===== config.mk =====
export PLATFORM = sky130hd
export DESIGN_NAME = io_port
export DESIGN_NICKNAME = d
export VERILOG_FILES = /design/src/rtl/io_port.sv
export SDC_FILE = /design/constraint.sdc
export NUM_CORES = 1
export LEC_CHECK = 0
export ABC_AREA = 0
export CAP_MARGIN = 40
export CORE_MARGIN = 2
export CORE_UTILIZATION = 40
export CTS_CLUSTER_DIAMETER = 40
export CTS_CLUSTER_SIZE = 16
export DETAILED_ROUTE_END_ITERATION = 16
export PLACE_DENSITY = 0.72
export SYNTH_ARGS = -nofsm -noshare
export SYNTH_HDL_FRONTEND = slang
export SYNTH_SLANG_ARGS = --single-unit

===== constraint.sdc =====
create_clock -name clk -period 2.8 [get_ports clk]
set_input_delay 0.28 -clock clk [delete_from_list [all_inputs] [get_ports clk]]
set_output_delay 0.28 -clock clk [all_outputs]
set_load 0.01 [all_outputs]

===== src/rtl/io_port.sv =====
// io_port: CPU-side byte I/O responder with an output FIFO and a one-byte input holding register
//
// Ports:
//   clk          system clock, rising edge
//   rst          asynchronous active-high reset
//   iow_i        CPU write strobe; ioout_i is queued into the output FIFO
//   ioout_i      CPU write data
//   ior_i        CPU read strobe; releases the input holding register
//   ioin_o       last byte captured from the device
//   out_data_o   FIFO head byte to the device
//   out_valid_o  FIFO non-empty
//   out_ready_i  device accepts out_data_o this cycle
//   in_data_i    device byte
//   in_valid_i   device offers in_data_i
//   in_ready_o   holding register can accept a byte
//   clrflags_i   clears the sticky ovf/udf flags
//   status_o     {ovf, udf, 3'b0, in_full, out_full, out_empty}
//   irq_o        interrupt request, registered; constant 0 unless IO_PORT_IRQ_EN is defined
//
// Build option: define IO_PORT_IRQ_EN to enable the registered irq_o output.
module io_port #(
    parameter int DEPTH = 4,
    parameter int WIDTH = 8
) (
    input  logic             clk,
    input  logic             rst,
    input  logic             iow_i,
    input  logic [WIDTH-1:0] ioout_i,
    input  logic             ior_i,
    output logic [WIDTH-1:0] ioin_o,
    output logic [WIDTH-1:0] out_data_o,
    output logic             out_valid_o,
    input  logic             out_ready_i,
    input  logic [WIDTH-1:0] in_data_i,
    input  logic             in_valid_i,
    output logic             in_ready_o,
    input  logic             clrflags_i,
    output logic [7:0]       status_o,
    output logic             irq_o
);
    localparam int AW = $clog2(DEPTH);
    localparam int CW = AW + 1;

    logic [WIDTH-1:0] mem_q [DEPTH];
    logic [AW-1:0]    wr_ptr_q, rd_ptr_q, wr_ptr_d, rd_ptr_d;
    logic [CW-1:0]    cnt_q, cnt_d;
    logic [WIDTH-1:0] ioin_q, ioin_d;
    logic             in_full_q, in_full_d;
    logic             rdy_q;
    logic             ovf_q, ovf_d, udf_q, udf_d;
    logic             out_empty, out_full, push, pop, capture, release_in;

    always_comb begin
        out_empty  = cnt_q == '0;
        out_full   = cnt_q == CW'(DEPTH);
        pop        = ~out_empty & out_ready_i;
        push       = iow_i & (~out_full | pop);
        capture    = in_valid_i & in_ready_o;
        release_in = ior_i & in_full_q;
        wr_ptr_d   = push ? wr_ptr_q + AW'(1) : wr_ptr_q;
        rd_ptr_d   = pop ? rd_ptr_q + AW'(1) : rd_ptr_q;
        cnt_d      = (push & ~pop) ? cnt_q + CW'(1) : (pop & ~push) ? cnt_q - CW'(1) : cnt_q;
        ioin_d     = capture ? in_data_i : ioin_q;
        in_full_d  = capture | (in_full_q & ~release_in);
        // A new event in the same cycle as clrflags wins over the clear
        ovf_d      = (iow_i & ~push) | (ovf_q & ~clrflags_i);
        udf_d      = (ior_i & ~in_full_q) | (udf_q & ~clrflags_i);
    end

    always_ff @(posedge clk or posedge rst) begin
        if (rst) begin
            for (int i = 0; i < DEPTH; i++) mem_q[i] <= '0;
            wr_ptr_q  <= '0;
            rd_ptr_q  <= '0;
            cnt_q     <= '0;
            ioin_q    <= '0;
            in_full_q <= 1'b0;
            rdy_q     <= 1'b0;
            ovf_q     <= 1'b0;
            udf_q     <= 1'b0;
        end else begin
            if (push) mem_q[wr_ptr_q] <= ioout_i;
            wr_ptr_q  <= wr_ptr_d;
            rd_ptr_q  <= rd_ptr_d;
            cnt_q     <= cnt_d;
            ioin_q    <= ioin_d;
            in_full_q <= in_full_d;
            rdy_q     <= 1'b1;
            ovf_q     <= ovf_d;
            udf_q     <= udf_d;
        end
    end

    assign out_data_o  = mem_q[rd_ptr_q];
    assign out_valid_o = ~out_empty;
    assign ioin_o      = ioin_q;
    // rdy_q holds the input side off until the first edge after reset release
    assign in_ready_o  = rdy_q & ~in_full_q;
    assign status_o    = {ovf_q, udf_q, 3'b0, in_full_q, out_full, out_empty};

`ifdef IO_PORT_IRQ_EN
    logic irq_q;
    always_ff @(posedge clk or posedge rst) begin
        if (rst) irq_q <= 1'b0;
        else     irq_q <= in_full_q | ovf_q;
    end
    assign irq_o = irq_q;
`else
    assign irq_o = 1'b0;
`endif
endmodule

After elaboration in Yosys (flattened, before gate mapping)
Cells that the tools add are included.
- bits in registers: 51
- input port bits: 23
- word-level logic and storage cells: 56
- eq/ne operators: 1
- magnitude comparators: 3
- bitwise gates (word level): 25
- reductions and logical operators: 3
- multiplexer cells: 8
- $add $sub $neg: 4
- operators by type and width (operator ; count):
    bitwise mux 32 bit ; 1
    2-to-1 mux 8 bit ; 3
    binary-select mux 8 bit (select 2 bit) ; 1
    demux 8 bit (select 2 bit) ; 1
    AND 1 bit ; 12
    inverter 1 bit ; 7
    >= comparator 3 bit (second input constant) ; 2
    2-to-1 mux 3 bit ; 2
    inverter 2 -> 3 bit ; 2
    adder 2 x 1 -> 2 bit (second input constant) ; 2
    bitwise OR 1 bit ; 4
    adder 3 x 1 -> 3 bit (second input constant) ; 1
    == test 3 bit (second input constant) ; 1
    zero test 3 bit ; 1
    less-than comparator 3 x 1 -> 1 bit (second input constant) ; 1
    subtractor 3 x 1 -> 3 bit (second input constant) ; 1
    nonzero test 2 bit ; 1
    logical AND 1 bit ; 1

Depth between registers and ports, before layout
- depth after elaboration: 9
- gate-level depth with buffers: 8
- mapped depth without buffers: 8

Least setup slack after synthesis
OpenSTA, ideal clock, no wires.
- path kind: reg2reg
- start: register cnt_q[0]
- end: register cnt_q[1]
- data arrival time: 1.998 ns
- slack: 0.678 ns
- path buffers: 0
- period minus slack after synthesis: 2.122 ns
- required time: 2.675 ns
- setup time: 0.125 ns
- cell stages (with the launch flop): 7
- cells stage by stage: dfrtp_1 > nor4b_4 > nor2b_1 > ha_1 > inv_1 > fa_1 > mux2_2
- elaborated cells on any way between the ends: 16
- classes of those cells: 2 x add/sub; 1 x eq/ne; 2 x mux; 9 x bitwise; 2 x reduce/logical
- RTL lines (element ; RTL line ; RTL):
    start, declared ; 46 ; logic [CW-1:0] cnt_q, cnt_d;
    start signal, assigned ; 85 ; cnt_q <= cnt_d;
    zero test 3 bit ; 54 ; out_empty = cnt_q == '0;
    inverter 1 bit ; 56 ; pop = ~out_empty & out_ready_i;
    AND 1 bit ; 56 ;
    bitwise OR 1 bit * ; 57 ; push = iow_i & (~out_full | pop);
    AND 1 bit * ; 57 ;
    named net push ; 51 ; logic out_empty, out_full, push, pop, capture, release_in;
    AND 1 bit * ; 62 ; cnt_d = (push & ~pop) ? cnt_q + CW'(1) : (pop & ~push) ? cnt_q - CW'(1) : cnt_q;
    2-to-1 mux 3 bit * ; 62 ;
    named net cnt_d[1] ; 46 ;
The timed path passes the listed nets; every way through them passes the cells marked *. The select of a mux whose other input is x is not followed.
A chain may end at the register's enable or synchronous reset.

Worst setup path in the final report
- start: register rd_ptr_q[0]
- end: output out_data_o[2]
- word-level cells in the longest chain between the ends: 4
- RTL lines (element ; RTL line ; RTL):
    start, declared ; 45 ; logic [AW-1:0] wr_ptr_q, rd_ptr_q, wr_ptr_d, rd_ptr_d;
    start signal, assigned ; 84 ; rd_ptr_q <= rd_ptr_d;
    inverter 2 -> 3 bit (not written as such) ; 94 ; assign out_data_o = mem_q[rd_ptr_q];
    binary-select mux 8 bit (select 2 bit) ; 94 ;
    2-to-1 mux 8 bit (not written as such) (2 in series) ; 94 ;
    end, declared ; 31 ; output logic [WIDTH-1:0] out_data_o,
No other way between the ends. The select of a mux whose other input is x is not followed.

==> flow_summary.json <==
{
  "gp_congestion": 0.674,
  "fin_tns_setup_ns": 0,
  "htree_levels": 2,
  "wirelength_um": 4000,
  "p_clk_share_pct": 12.7,
  "p_int_uw": 2080,
  "root_buffer": "clkbuf_8",
  "crit_path_end_kind": "output pin",
  "status": "finished clean",
  "drt-initial-drc-count": 32,
  "cts_sinks": 51,
  "grt_pass1_wl_um": 6890,
  "io_buffer_count": 45,
  "critical_path_class": "reg -> out",
  "synth_edf_count": 0,
  "ys_ff_latch": 51,
  "postCtsSetupBuffers": 0,
  "yosysUniqueCellTypes": 22,
  "reg2regPathDepth": 8,
  "drive_gt1_share_pct": 31.8,
  "crit_chain": "mux4_2 -> clkdlybuf4s50_1",
  "power_leakage_uw": 0.00121,
  "nNetsFinal": 228,
  "tightestPinTransition_ns": 0.618,
  "firstDrtPassIters": 3,
  "cpMaxStageDelayCell": "dfrtp_1",
  "area_growth_syn_to_layout_pct": 25.0,
  "fin_crit_sh_pct": 85.6,
  "clock_path_buffers": 2,
  "regArea_um2": 1280,
  "design.core.area_um2": 5540,
  "die-width_um": 79.9,
  "die_y_um": 79.9,
  "synthMuxAreaShare_pct": 28.4,
  "initial_core_util_pct": 41.6,
  "synthTopCellsByArea": "dfrtp_1 55%, mux2_2 21%, mux4_2 7.8%, buf_4 2.9%, ha_1 2.7%",
  "p_comb_share_pct": 43.4,
  "synthArstFlopShare_pct": 100,
  "grt_max_degree": 27,
  "vdd_drop_max_mv": 0.494,
  "synth_area_per_cell_um2": 15.1,
  "rsz0062_at_grt": "false",
  "yosys.area_share.simple_pct": 4.62,
  "slew_viol_final": 0,
  "setup_violations": 0,
  "hold_path_class": "in -> async",
  "crit_fanout": 10,
  "maxSlewHeadroom_pct": 58.8,
  "diodes": 0,
  "synth_top_family_by_area": "multiplexers",
  "grt_overflow": 0,
  "p_seq_share_pct": 43.9,
  "clock_skew_ns": 0.00338,
  "synth_area_leader_cell": "dfrtp_1",
  "vias": 1309,
  "io-pin-count": 50,
  "die_area_um2": 6380,
  "synth_area_um2": 2300,
  "hold_buffers": 0,
  "synthAdderAreaFrac_pct": 3.59,
  "clk_latency_ns": 0.29,
  "cp-start-kind": "register",
  "period_needed_ns": 2.40,
  "whs_ns": 0.350,
  "power.density_nw_per_um2": 1040,
  "cts_resized": 0,
  "synth_common_cells": "51 x dfrtp_1, 42 x mux2_2, 9 x buf_4",
  "multiInputGateArea_um2": 936,
  "required_ns": 2.52,
  "synth_top_area_share_pct": 55.4,
  "cts_buffers": 5,
  "synth_compound_area_share_pct": 0.978,
  "synth-xor-area-share_pct": 2.28,
  "clk_pin_slew_ns": 0.08,
  "hold_viol_final": 0,
  "n_fill_cell": 500,
  "yosysMostFrequentCell": "dfrtp_1",
  "ant_nets": 0,
  "first_global_vias": 1390,
  "route.detailed.wl_per_inst_um": 14.8,
  "ys.flop_type": "dfrtp_1",
  "max-cap-violations": 0,
  "cpPeakStageDelay_ns": 0.74,
  "max_freq_mhz": 417,
  "viasPerCell": 4.85,
  "grt_use_total_pct": 14.1,
  "row_count": 27,
  "cts_tree": "done",
  "p_sw_uw": 899,
  "arrival_ns": 2.12,
  "yosys_warnings": 0,
  "swShare_pct": 30.1,
  "syn_inst": 153,
  "drc_errors": 0,
  "dp_hpwl_um": 2880,
  "synth-seq-area-share_pct": 55.4,
  "antenna_found_initial": 0
}
power by group through the flow:
| stage | Sequential (uW) | Clock (uW) | Combinational (uW) |
|---|---|---|---|
| final | 1310 | 378 | 1290 |
| after global routing | 1370 | 425 | 1400 |
| after CTS | 1310 | 392 | 1320 |
| after detailed placement | 1330 | 0 | 1320 |
| after global placement | 1320 | 0 | 1290 |
| after floorplan | 1220 | 0 | 910 |
routing by layer:
metal	up-vias	track usage [%]	routed length, um
li1	611	-	-
met2	22	23.5	2030
met5	-	0	0
met1	672	18.3	1790
met3	4	3.28	134
met4	0	4.07	45
cell usage in the layout, fill, tap and decap left out, types with 2 or more instances in the layout:
| cell type | count |
|---|---|
| conb_1 | 5 |
| xnor2_1 | 4 |
| clkbuf_8 | 5 |
| xor2_1 | 2 |
| ha_1 | 5 |
| nand2_1 | 6 |
| clkdlybuf4s50_1 | 45 |
| inv_1 | 6 |
| dfrtp_1 | 51 |
| nor2_2 | 4 |
| a22o_1 | 2 |
| mux2_2 | 42 |
| mux4_2 | 8 |
| nor2b_1 | 2 |
kinds of logic after synthesis:
| logic type | count (synthesis) |
|---|---|
| other | 2 |
| XOR/XNOR | 6 |
| flip-flops | 51 |
| buffers and inverters | 18 |
| multiplexers | 50 |
| AND/OR/NAND/NOR | 17 |
| AO/OA/AOI/OAI | 3 |
| adder cells (fa/ha/maj) | 6 |
layout make-up:
type | instances | share of cell area [%]
flip-flops and latches | 51 | 44.3
multi-input cells | 87 | 32.5
repair buffers | 47 | 16.6
well taps | 72 | 3.13
clock buffers | 6 | 2.52
inverters | 7 | 0.913
critical path: cells and delay by family, from the launching register on:
family / cells / cell delay, ns
mux: 1 / 0.58
flops: 1 / 0.74
buf+inv: 1 / 0.50
flip-flops by register name (all words and copies together), names as in the netlist:
register	count
in_full_q	1
rdy_q	1
ovf_q	1
wr_ptr_q	2
rd_ptr_q	2
udf_q	1
ioin_o	8
cnt_q	3
mem_q	32
final timing paths:
| kind | start | end | slack (ns) |
|---|---|---|---|
| max reg2reg | cnt_q[0] | cnt_q[2] | 0.61 |
| max in group asynchronous | rst | mem_q[27] | 1.92 |
| max | rd_ptr_q[0] | out_data_o[2] | 0.40 |
| min reg2reg | udf_q | udf_q | 0.51 |
| min | rst | ioin_o[0] | 0.35 |
| min in group clk | udf_q | udf_q | 0.51 |
per-stage QoR:
step,total power [uW],utilization (%),setup slack (ns),instance area (um2),std cells
after global placement,2610,50.7,0.551,2810,264
after detailed placement,2650,50.7,0.484,2810,264
final,2980,52.0,0.404,2880,270
after CTS,3020,52.0,0.359,2880,270
after floorplan,2130,-,0.678,2310,156
after global routing,3190,52.0,0.279,2880,270
No activity file was read; power rests on OpenSTA's default activity.
